File: src/rtl/if_pkg.sv
// Shared definitions for the instruction-fetch stage: reset PC, FSM states, bubble encoding.
package if_pkg;
  localparam logic [31:0] RESET_PC_DEFAULT = 32'h0000_3000;
  localparam logic [31:0] BUBBLE           = 32'h0000_0000;

  typedef enum logic {
    FETCH = 1'b0,
    FULL  = 1'b1
  } fetch_state_e;
endpackage

File: src/rtl/pc_next_sel.sv
// Combinational next-PC mux: same-cycle redirect, else pending target, else pc+4.
// Zero latency; the caller applies the result only on a delivered, advancing word.
module pc_next_sel (
  input  logic [31:0] pc,
  input  logic [31:0] npc,
  input  logic        redir,
  input  logic        pend,
  input  logic [31:0] pend_tgt,
  output logic [31:0] pc_nxt
);
  always_comb begin
    pc_nxt = pc + 32'd4;
    if (redir) begin
      pc_nxt = {npc[31:2], 2'b00};
    end else if (pend) begin
      pc_nxt = pend_tgt;
    end
  end
endmodule

File: src/rtl/if_fetch.sv
// MIPS fetch stage: drives imem requests and the IF/ID register, one word per cycle with zero-wait memory.
// A stall at ack time parks the word in a skid buffer and drops imem_req until decode advances.
module if_fetch
  import if_pkg::*;
#(
  parameter logic [31:0] RESET_PC = RESET_PC_DEFAULT
) (
  input  logic        clk,
  input  logic        reset,
  input  logic        stall,
  input  logic [31:0] npc,
  input  logic        npc_sel,
  output logic        imem_req,
  output logic [31:0] imem_addr,
  input  logic        imem_ack,
  input  logic [31:0] imem_rdata,
  output logic [31:0] instr_d,
  output logic [31:0] pc4_d,
  output logic        valid_d
);
  fetch_state_e state;
  logic [31:0]  pc;
  logic [31:0]  skid;
  logic         pend;
  logic [31:0]  pend_tgt;
  logic         req_en;
  logic         adv;
  logic         fetching;
  logic         deliver;
  logic [31:0]  word;
  logic [31:0]  pc_nxt;

  assign adv       = ~stall;
  // req_en keeps imem_req low until the first clock edge after reset release.
  assign fetching  = (state == FETCH) && req_en;
  assign deliver   = (state == FULL) || (fetching && imem_ack);
  assign word      = (state == FULL) ? skid : imem_rdata;
  assign imem_req  = fetching;
  assign imem_addr = pc;

  pc_next_sel u_pc_next_sel (
    .pc       (pc),
    .npc      (npc),
    .redir    (adv && npc_sel),
    .pend     (pend),
    .pend_tgt (pend_tgt),
    .pc_nxt   (pc_nxt)
  );

  always_ff @(posedge clk or negedge reset) begin
    if (!reset) begin
      state    <= FETCH;
      pc       <= RESET_PC;
      skid     <= BUBBLE;
      pend     <= 1'b0;
      pend_tgt <= '0;
      req_en   <= 1'b0;
      instr_d  <= BUBBLE;
      pc4_d    <= '0;
      valid_d  <= 1'b0;
    end else begin
      req_en <= 1'b1;

      if (adv) begin
        if (deliver) begin
          instr_d <= word;
          pc4_d   <= pc + 32'd4;
          valid_d <= 1'b1;
        end else begin
          instr_d <= BUBBLE;
          pc4_d   <= '0;
          valid_d <= 1'b0;
        end
      end

      case (state)
        FETCH: begin
          if (fetching && imem_ack && !adv) begin
            skid  <= imem_rdata;
            state <= FULL;
          end
        end
        FULL: begin
          if (adv) begin
            state <= FETCH;
          end
        end
        default: state <= FETCH;
      endcase

      if (deliver && adv) begin
        pc   <= pc_nxt;
        pend <= 1'b0;
      end else if (adv && npc_sel && !pend) begin
        // Branch seen before its delay slot arrived: apply target after that word.
        pend     <= 1'b1;
        pend_tgt <= {npc[31:2], 2'b00};
      end
    end
  end

  a_single_pending_redirect: assert property (
    @(posedge clk) disable iff (!reset) !(adv && npc_sel && pend)
  );
endmodule
File: config.mk
export PLATFORM = sky130hd
export DESIGN_NAME = if_fetch
export DESIGN_NICKNAME = d
export VERILOG_FILES = /design/src/rtl/if_pkg.sv /design/src/rtl/pc_next_sel.sv /design/src/rtl/if_fetch.sv
export SDC_FILE = /design/constraint.sdc
export NUM_CORES = 1
export LEC_CHECK = 0
export ABC_AREA = 1
export CAP_MARGIN = 0
export CORE_MARGIN = 4
export CORE_UTILIZATION = 30
export DETAILED_ROUTE_END_ITERATION = 12
export PLACE_DENSITY = 0.56
export SETUP_SLACK_MARGIN = 0.3
export SLEW_MARGIN = 15
export SYNTH_ARGS = -nofsm -noshare
export SYNTH_HDL_FRONTEND = slang
export SYNTH_SLANG_ARGS = --single-unit
File: constraint.sdc
create_clock -name clk -period 2.1 [get_ports clk]
set_input_delay 0.42 -clock clk [delete_from_list [all_inputs] [get_ports clk]]
set_output_delay 0.42 -clock clk [all_outputs]
set_load 0.1 [all_outputs]
==> results.py, run 1 <==
metrics = {
    "status": {
        "status": "finished, final reports clean",
    },
    "routing": {
        "postRouteAntennaNets": 0,
        "drt-total-wl_um": 22200,
        "drc_errors": 0,
        "drt_iter0_drc": 496,
        "vias_per_cell": 4.61,
        "first_pass_iters": 4,
        "vias": 6438,
        "wl_per_cell_um": 15.9,
    },
    "layout": {
        "syn_to_final_growth_pct": 34.0,
        "nNetsFinal": 1125,
        "final_util": 0.410,
        "drive_gt1_frac": 0.239,
        "num_antenna_cells": 0,
        "layout_commonest_cell": "nand2_1",
        "layout_common_cells": "202 x nand2_1, 130 x o21ai_0, 130 x dfrtp_1",
    },
    "job": {
        "cap_violations": 0,
    },
    "global_route": {
        "track_usage": 0.159,
        "antenna_found_initial": 3,
        "grt_max_degree": 65,
        "grt_pass1_vias": 6475,
        "globalRouteOverflowTotal": 0,
        "grt_pass1_wl_um": 36200,
    },
    "logic_synthesis": {
        "synth_cells": 900,
        "syn-mean-instance-area_um2": 8.61,
        "ys_seq_elements": 159,
        "ys_seq_area_frac": 0.514,
        "syn-cell-area_um2": 7750,
        "async_reset_ff_frac": 1.00,
        "synth.distinct_cells": 37,
        "synth_enable_flop_cells": 0,
        "ys_warn_count": 0,
        "synthFlopType": "dfrtp_1",
    },
    "clocking": {
        "cts_sinks": 159,
        "cts-root-buf": "clkbuf_16",
        "clk_path_buf_depth": 2,
        "cts_max_level": 4,
        "cts-buffers-inserted": 17,
        "clkSlewWorstSetupHoldPaths_ns": 0.07,
        "insertion_delay_ns": 0.42,
        "cts_tree": "done",
    },
    "timing": {
        "fmax_mhz": 579,
        "setup_tns_ns": 0,
        "fin_skew_ns": 0.00786,
        "slew_violations": 0,
        "min_period_over_period": 0.822,
        "rsz0062_at_grt": "false",
        "finalHoldViolCount": 0,
        "min_period_ns": 1.73,
        "setup_violations": 0,
    },
    "die": {
        "dieArea_um2": 28500,
        "die_x_um": 169,
        "fp.dieH_um": 169,
        "initial_core_util": 0.306,
        "ios": 167,
        "core_area_um2": 25300,
        "row_count": 58,
    },
    "critical_path": {
        "crit_type": "reg -> out",
        "cp_max_fo": 4,
        "crit_required_ns": 1.68,
        "r2r_setup_slack_ns": 0.39,
        "end_kind": "output port",
        "worst_ep_arrival_time_ns": 1.31,
        "startpoint_type": "flop",
    },
    "power": {
        "power.share.clock": 0.259,
        "seq_power_share": 0.339,
        "p_sw_mw": 5.60,
        "powerDensity_nw_per_um2": 1220,
        "p_int_mw": 7.03,
        "sw_frac_of_total": 0.443,
        "vdd_drop_max_mv": 0.567,
        "p_comb_frac": 0.402,
        "leakagePower_nw": 5.06,
    },
    "placement": {
        "hpwlAfterDp_um": 15600,
        "place.gp.congestion": 0.828,
        "io_buffers": 162,
    },
    "min_path": {
        "hold_class": "in -> reg",
    },
}
-- worst max-delay path, stage by stage, from the launching register on --
cell	delay, ns
dfrtp_4	0.52
buf_12	0.15
buf_4	0.22
-- cell families after synthesis --
group,after synthesis,share of synthesized area
simple gates,312,0.180
compound gates,249,0.182
flops,159,0.514
buf+inv,141,0.0723
mux,29,0.0421
xor+xnor,7,0.00791
other cells,2,0.000969
fa+ha+maj,1,0.00161
-- cell type report --
class / instances / area, um2
Fill cell: 2529 / 14900
Tap cell: 330 / 413
Sequential cell: 159 / 4030
Timing Repair Buffer: 185 / 1720
Multi-Input combinational cell: 601 / 3270
Clock buffer: 20 / 457
Inverter: 91 / 342
Clock inverter: 12 / 159
-- layer usage --
metal,share of wire,up-vias,track usage
li1,-,3251,-
met1,0.47,3012,0.218
met2,0.45,141,0.247
met3,0.067,28,0.0511
met4,0.013,6,0.0346
met5,0.0022,-,0
-- power groups by stage --
| stage | Clock, mW | Sequential (mW) | Combinational (mW) |
|---|---|---|---|
| after floorplan | 0 | 6.53 | 1.49 |
| after global placement | 0 | 4.32 | 5.02 |
| after detailed placement | 0 | 4.33 | 5.05 |
| after CTS | 3.38 | 4.28 | 5.06 |
| after global routing | 3.50 | 4.37 | 5.42 |
| final | 3.27 | 4.28 | 5.07 |
-- synth_stat cells (10+ instances only) --
cell	instances	share of area
a21o_1	12	0.012
a21oi_1	57	0.037
a22o_1	17	0.019
a22oi_1	10	0.0097
buf_2	13	0.0084
clkbuf_1	31	0.015
dfrtp_1	157	0.51
inv_1	87	0.042
mux2_2	26	0.038
nand2_1	205	0.099
nand3_1	27	0.017
nor2_1	48	0.023
o21ai_0	130	0.084
-- state kept, by name (all words and copies together), names as in the netlist --
signal / flops
pc4_d: 31
valid_d: 1
instr_d: 32
state: 1
imem_addr: 30
pend: 1
skid: 32
pend_tgt: 30
req_en: 1
-- worst paths after layout --
kind	end	start	depth (start not counted)
max	imem_addr[2]	imem_addr[2]$_DFFE_PN0P_	2
min	state$_DFF_PN0_	stall	3
max reg2reg	pc4_d[24]$_DFFE_PN0N_	imem_addr[13]$_DFFE_PN1P_	8
min reg2reg	pc4_d[17]$_DFFE_PN0N_	pc4_d[17]$_DFFE_PN0N_	1
max in group asynchronous	imem_addr[24]$_DFFE_PN0P_	reset	3
min in group asynchronous	pc4_d[7]$_DFFE_PN0N_	reset	2
-- through the flow --
| step | cells | hold slack [ns] | power (mW) | instance area, um2 | setup WS (ns) |
|---|---|---|---|---|---|
| 2_1_floorplan | 901 | 0.124 | 8.02 | 7830 | 0.329 |
| 3_3_place_gp | 1363 | 0.384 | 9.33 | 9700 | 0.129 |
| 3_5_place_dp | 1363 | 0.384 | 9.38 | 9700 | 0.104 |
| 4_1_cts | 1396 | 0.251 | 12.7 | 10300 | 0.330 |
| 5_1_grt | 1398 | 0.276 | 13.3 | 10400 | 0.298 |
| 6_report | 1398 | 0.280 | 12.6 | 10400 | 0.374 |
-- repair_timing --
action / 4_1_cts / 5_1_grt
gates resized for setup: 0 / 11
setup buffers: 0 / 2
setup endpoints to repair: 0 / 31
endpoints found under the hold margin: 38 / 0
hold buffers: 1 / 0
No activity file was read; power rests on OpenSTA's default activity.
==> run 2: changes to the inputs <==
- PLACE_DENSITY: 0.56 -> 0.58
- clock period: 2.1 -> 1.4 ns (I/O delays scaled with it)
==> run 2 against run 1 <==
  * Non-clock buffer count is 147 higher
  * Register-to-register slack worse by 0.70 ns
  * Global-route usage is 2.7 points higher
  * Via count is 17% higher
  * Clock skew is 0.0023 ns higher
  * The run now ends with negative setup slack left
  * Utilization is 16 points higher
  * Combinational power is 130% higher
  * Count of clock-buffer cells in the layout is 1 higher
==> results.py, run 2 (same netlist as run 1, synthesis figures left out) <==
metrics = {
    "timing": {
        "fmax_mhz": 575,
        "rsz0062_at_grt": "true",
        "setup_tns_ns": -23.74,
        "setup_slack_ns": -0.340,
        "worstMarginPinSlew_ns": 0.515,
        "min_period_over_period": 1.24,
        "setup_violations": 169,
        "finalHoldViolCount": 0,
        "slew_headroom": 0.657,
        "whs_ns": 0.189,
        "min_period_ns": 1.74,
        "slew_violations": 0,
        "fin_skew_ns": 0.0101,
    },
    "routing": {
        "vias": 7521,
        "drt-total-wl_um": 27200,
        "vias_per_cell": 4.86,
        "wl_per_cell_um": 17.6,
        "drc_errors": 0,
        "first_pass_iters": 5,
        "wl_met1_um": 11300,
        "dr_wl_met2_um": 13800,
        "postRouteAntennaNets": 0,
        "routed.top_layer": "met5",
        "drt_iter0_drc": 396,
        "wl_met3_um": 1480,
    },
    "layout": {
        "layout_commonest_cell": "nand2_1",
        "top_regs": "instr_d (32), skid (32), pc4_d (31)",
        "syn_to_final_growth_pct": 87.7,
        "nNetsFinal": 1273,
        "layout_common_cells": "144 x nand2_1, 121 x buf_12, 85 x inv_1",
        "final-instance-count-excl-fill": 1547,
        "drive_gt1_frac": 0.538,
    },
    "job": {
        "cap_violations": 0,
    },
    "critical_path": {
        "crit_required_ns": 1.12,
        "worst_ep_arrival_time_ns": 1.46,
        "crit_type": "reg -> out",
        "startpoint_type": "flop",
        "cp_max_fo": 4,
        "end_kind": "output port",
    },
    "placement": {
        "hpwlAfterDp_um": 16900,
        "place.gp.congestion": 0.845,
        "io_buffers": 162,
        "dp_cells": 1423,
    },
    "die": {
        "die_x_um": 169,
        "dieArea_um2": 28500,
        "initial_core_util": 0.306,
        "ios": 167,
        "row_count": 58,
        "fp.dieH_um": 169,
        "core_area_um2": 25300,
    },
    "min_path": {
        "hold_class": "in -> reg",
    },
    "global_route": {
        "grt_max_degree": 60,
        "antenna_found_initial": 2,
        "track_usage": 0.185,
        "grt_pass1_wl_um": 41600,
        "globalRouteOverflowTotal": 0,
        "grt_pass1_vias": 7493,
    },
    "clocking": {
        "clk_path_buf_depth": 2,
        "cts_sinks": 159,
        "clkSlewWorstSetupHoldPaths_ns": 0.07,
        "cts_tree": "done",
        "cts_max_level": 4,
        "cts-root-buf": "clkbuf_16",
        "cts-buffers-inserted": 17,
        "insertion_delay_ns": 0.42,
    },
    "status": {
        "status": "finished with violations",
        "violations": "negative setup slack",
    },
    "power": {
        "p_sw_mw": 9.62,
        "powerDensity_nw_per_um2": 1580,
        "p_comb_frac": 0.504,
        "total_power_mw": 23.0,
        "sw_frac_of_total": 0.418,
        "power.share.clock": 0.208,
        "seq_power_share": 0.287,
        "vdd_drop_max_mv": 1.11,
        "leakagePower_nw": 6.68,
        "p_int_mw": 13.4,
    },
}
==> run 2: cell types whose count changed in the layout (fill, tap and decap cells not counted), sizes merged <==
cell      change
diode         +1
inv           -1
buf         +143
bufbuf        +1
clkbuf        +4
clkinvlp      +1
==> run 2: per-layer routing <==
layer | vias up | GRT usage
li1 | 3575 | -
met1 | 3690 | 0.241
met2 | 210 | 0.308
met3 | 44 | 0.0399
met4 | 2 | 0.0628
met5 | - | 0
==> run 2: area by class of cell <==
| class | count | area [um2] |
|---|---|---|
| inverter | 91 | 349 |
| tap | 330 | 413 |
| fill | 2098 | 10800 |
| antenna | 1 | 2.50 |
| timing repair inverter | 1 | 16.3 |
| multi-input combinational | 601 | 4200 |
| clock inverter | 11 | 141 |
| sequential | 159 | 4150 |
| timing repair buffer | 332 | 4820 |
| clock buffer | 21 | 450 |
==> run 2: worst max-delay path: stages (launching register included) <==
cell     delay (ns)
dfstp_4        0.66
buf_4          0.13
buf_6          0.09
buf_12         0.16
==> run 2: metrics by stage <==
| stage | cell area [um2] | utilization | setup slack, ns |
|---|---|---|---|
| 6_report | 14500 | 0.574 | -0.340 |
| 3_5_place_dp | 11600 | 0.460 | -0.420 |
| 3_3_place_gp | 11600 | 0.460 | -0.418 |
| 2_1_floorplan | 8220 | - | -0.361 |
| 4_1_cts | 13800 | 0.546 | -0.266 |
| 5_1_grt | 14500 | 0.574 | -0.399 |
==> run 2: worst paths after layout <==
kind                                            from                         to  slack, ns  depth (start not counted)
setup reg to reg           imem_addr[12]$_DFFE_PN1P_  imem_addr[15]$_DFFE_PN0P_      -0.31                          8
max in group asynchronous                      reset  imem_addr[13]$_DFFE_PN1P_       0.51                          3
hold / removal                                 stall            state$_DFF_PN0_       0.19                          3
min in group asynchronous                      reset      pc4_d[11]$_DFFE_PN0N_       0.30                          2
hold reg to reg                  skid[3]$_DFFE_PN0P_        skid[3]$_DFFE_PN0P_       0.48                          2
setup / recovery           imem_addr[13]$_DFFE_PN1P_              imem_addr[13]      -0.34                          3
==> run 2: repair_timing <==
action / CTS / global route
gates cloned: 20 / 4
endpoints found under the setup margin: 252 / 252
endpoints found under the hold margin: 23 / 0
setup buffers: 49 / 17
pin swaps: 41 / 55
gates resized for setup: 190 / 119
hold buffers: 1 / 0
==> run 2: power groups by stage <==
| stage | logic [mW] | clock network, mW | registers (mW) |
|---|---|---|---|
| 2_1_floorplan | 2.47 | 0 | 9.99 |
| 3_5_place_dp | 9.92 | 0 | 6.60 |
| 5_1_grt | 12.2 | 5.11 | 6.72 |
| 6_report | 11.6 | 4.79 | 6.61 |
| 4_1_cts | 11.1 | 4.88 | 6.54 |
| 3_3_place_gp | 9.82 | 0 | 6.58 |
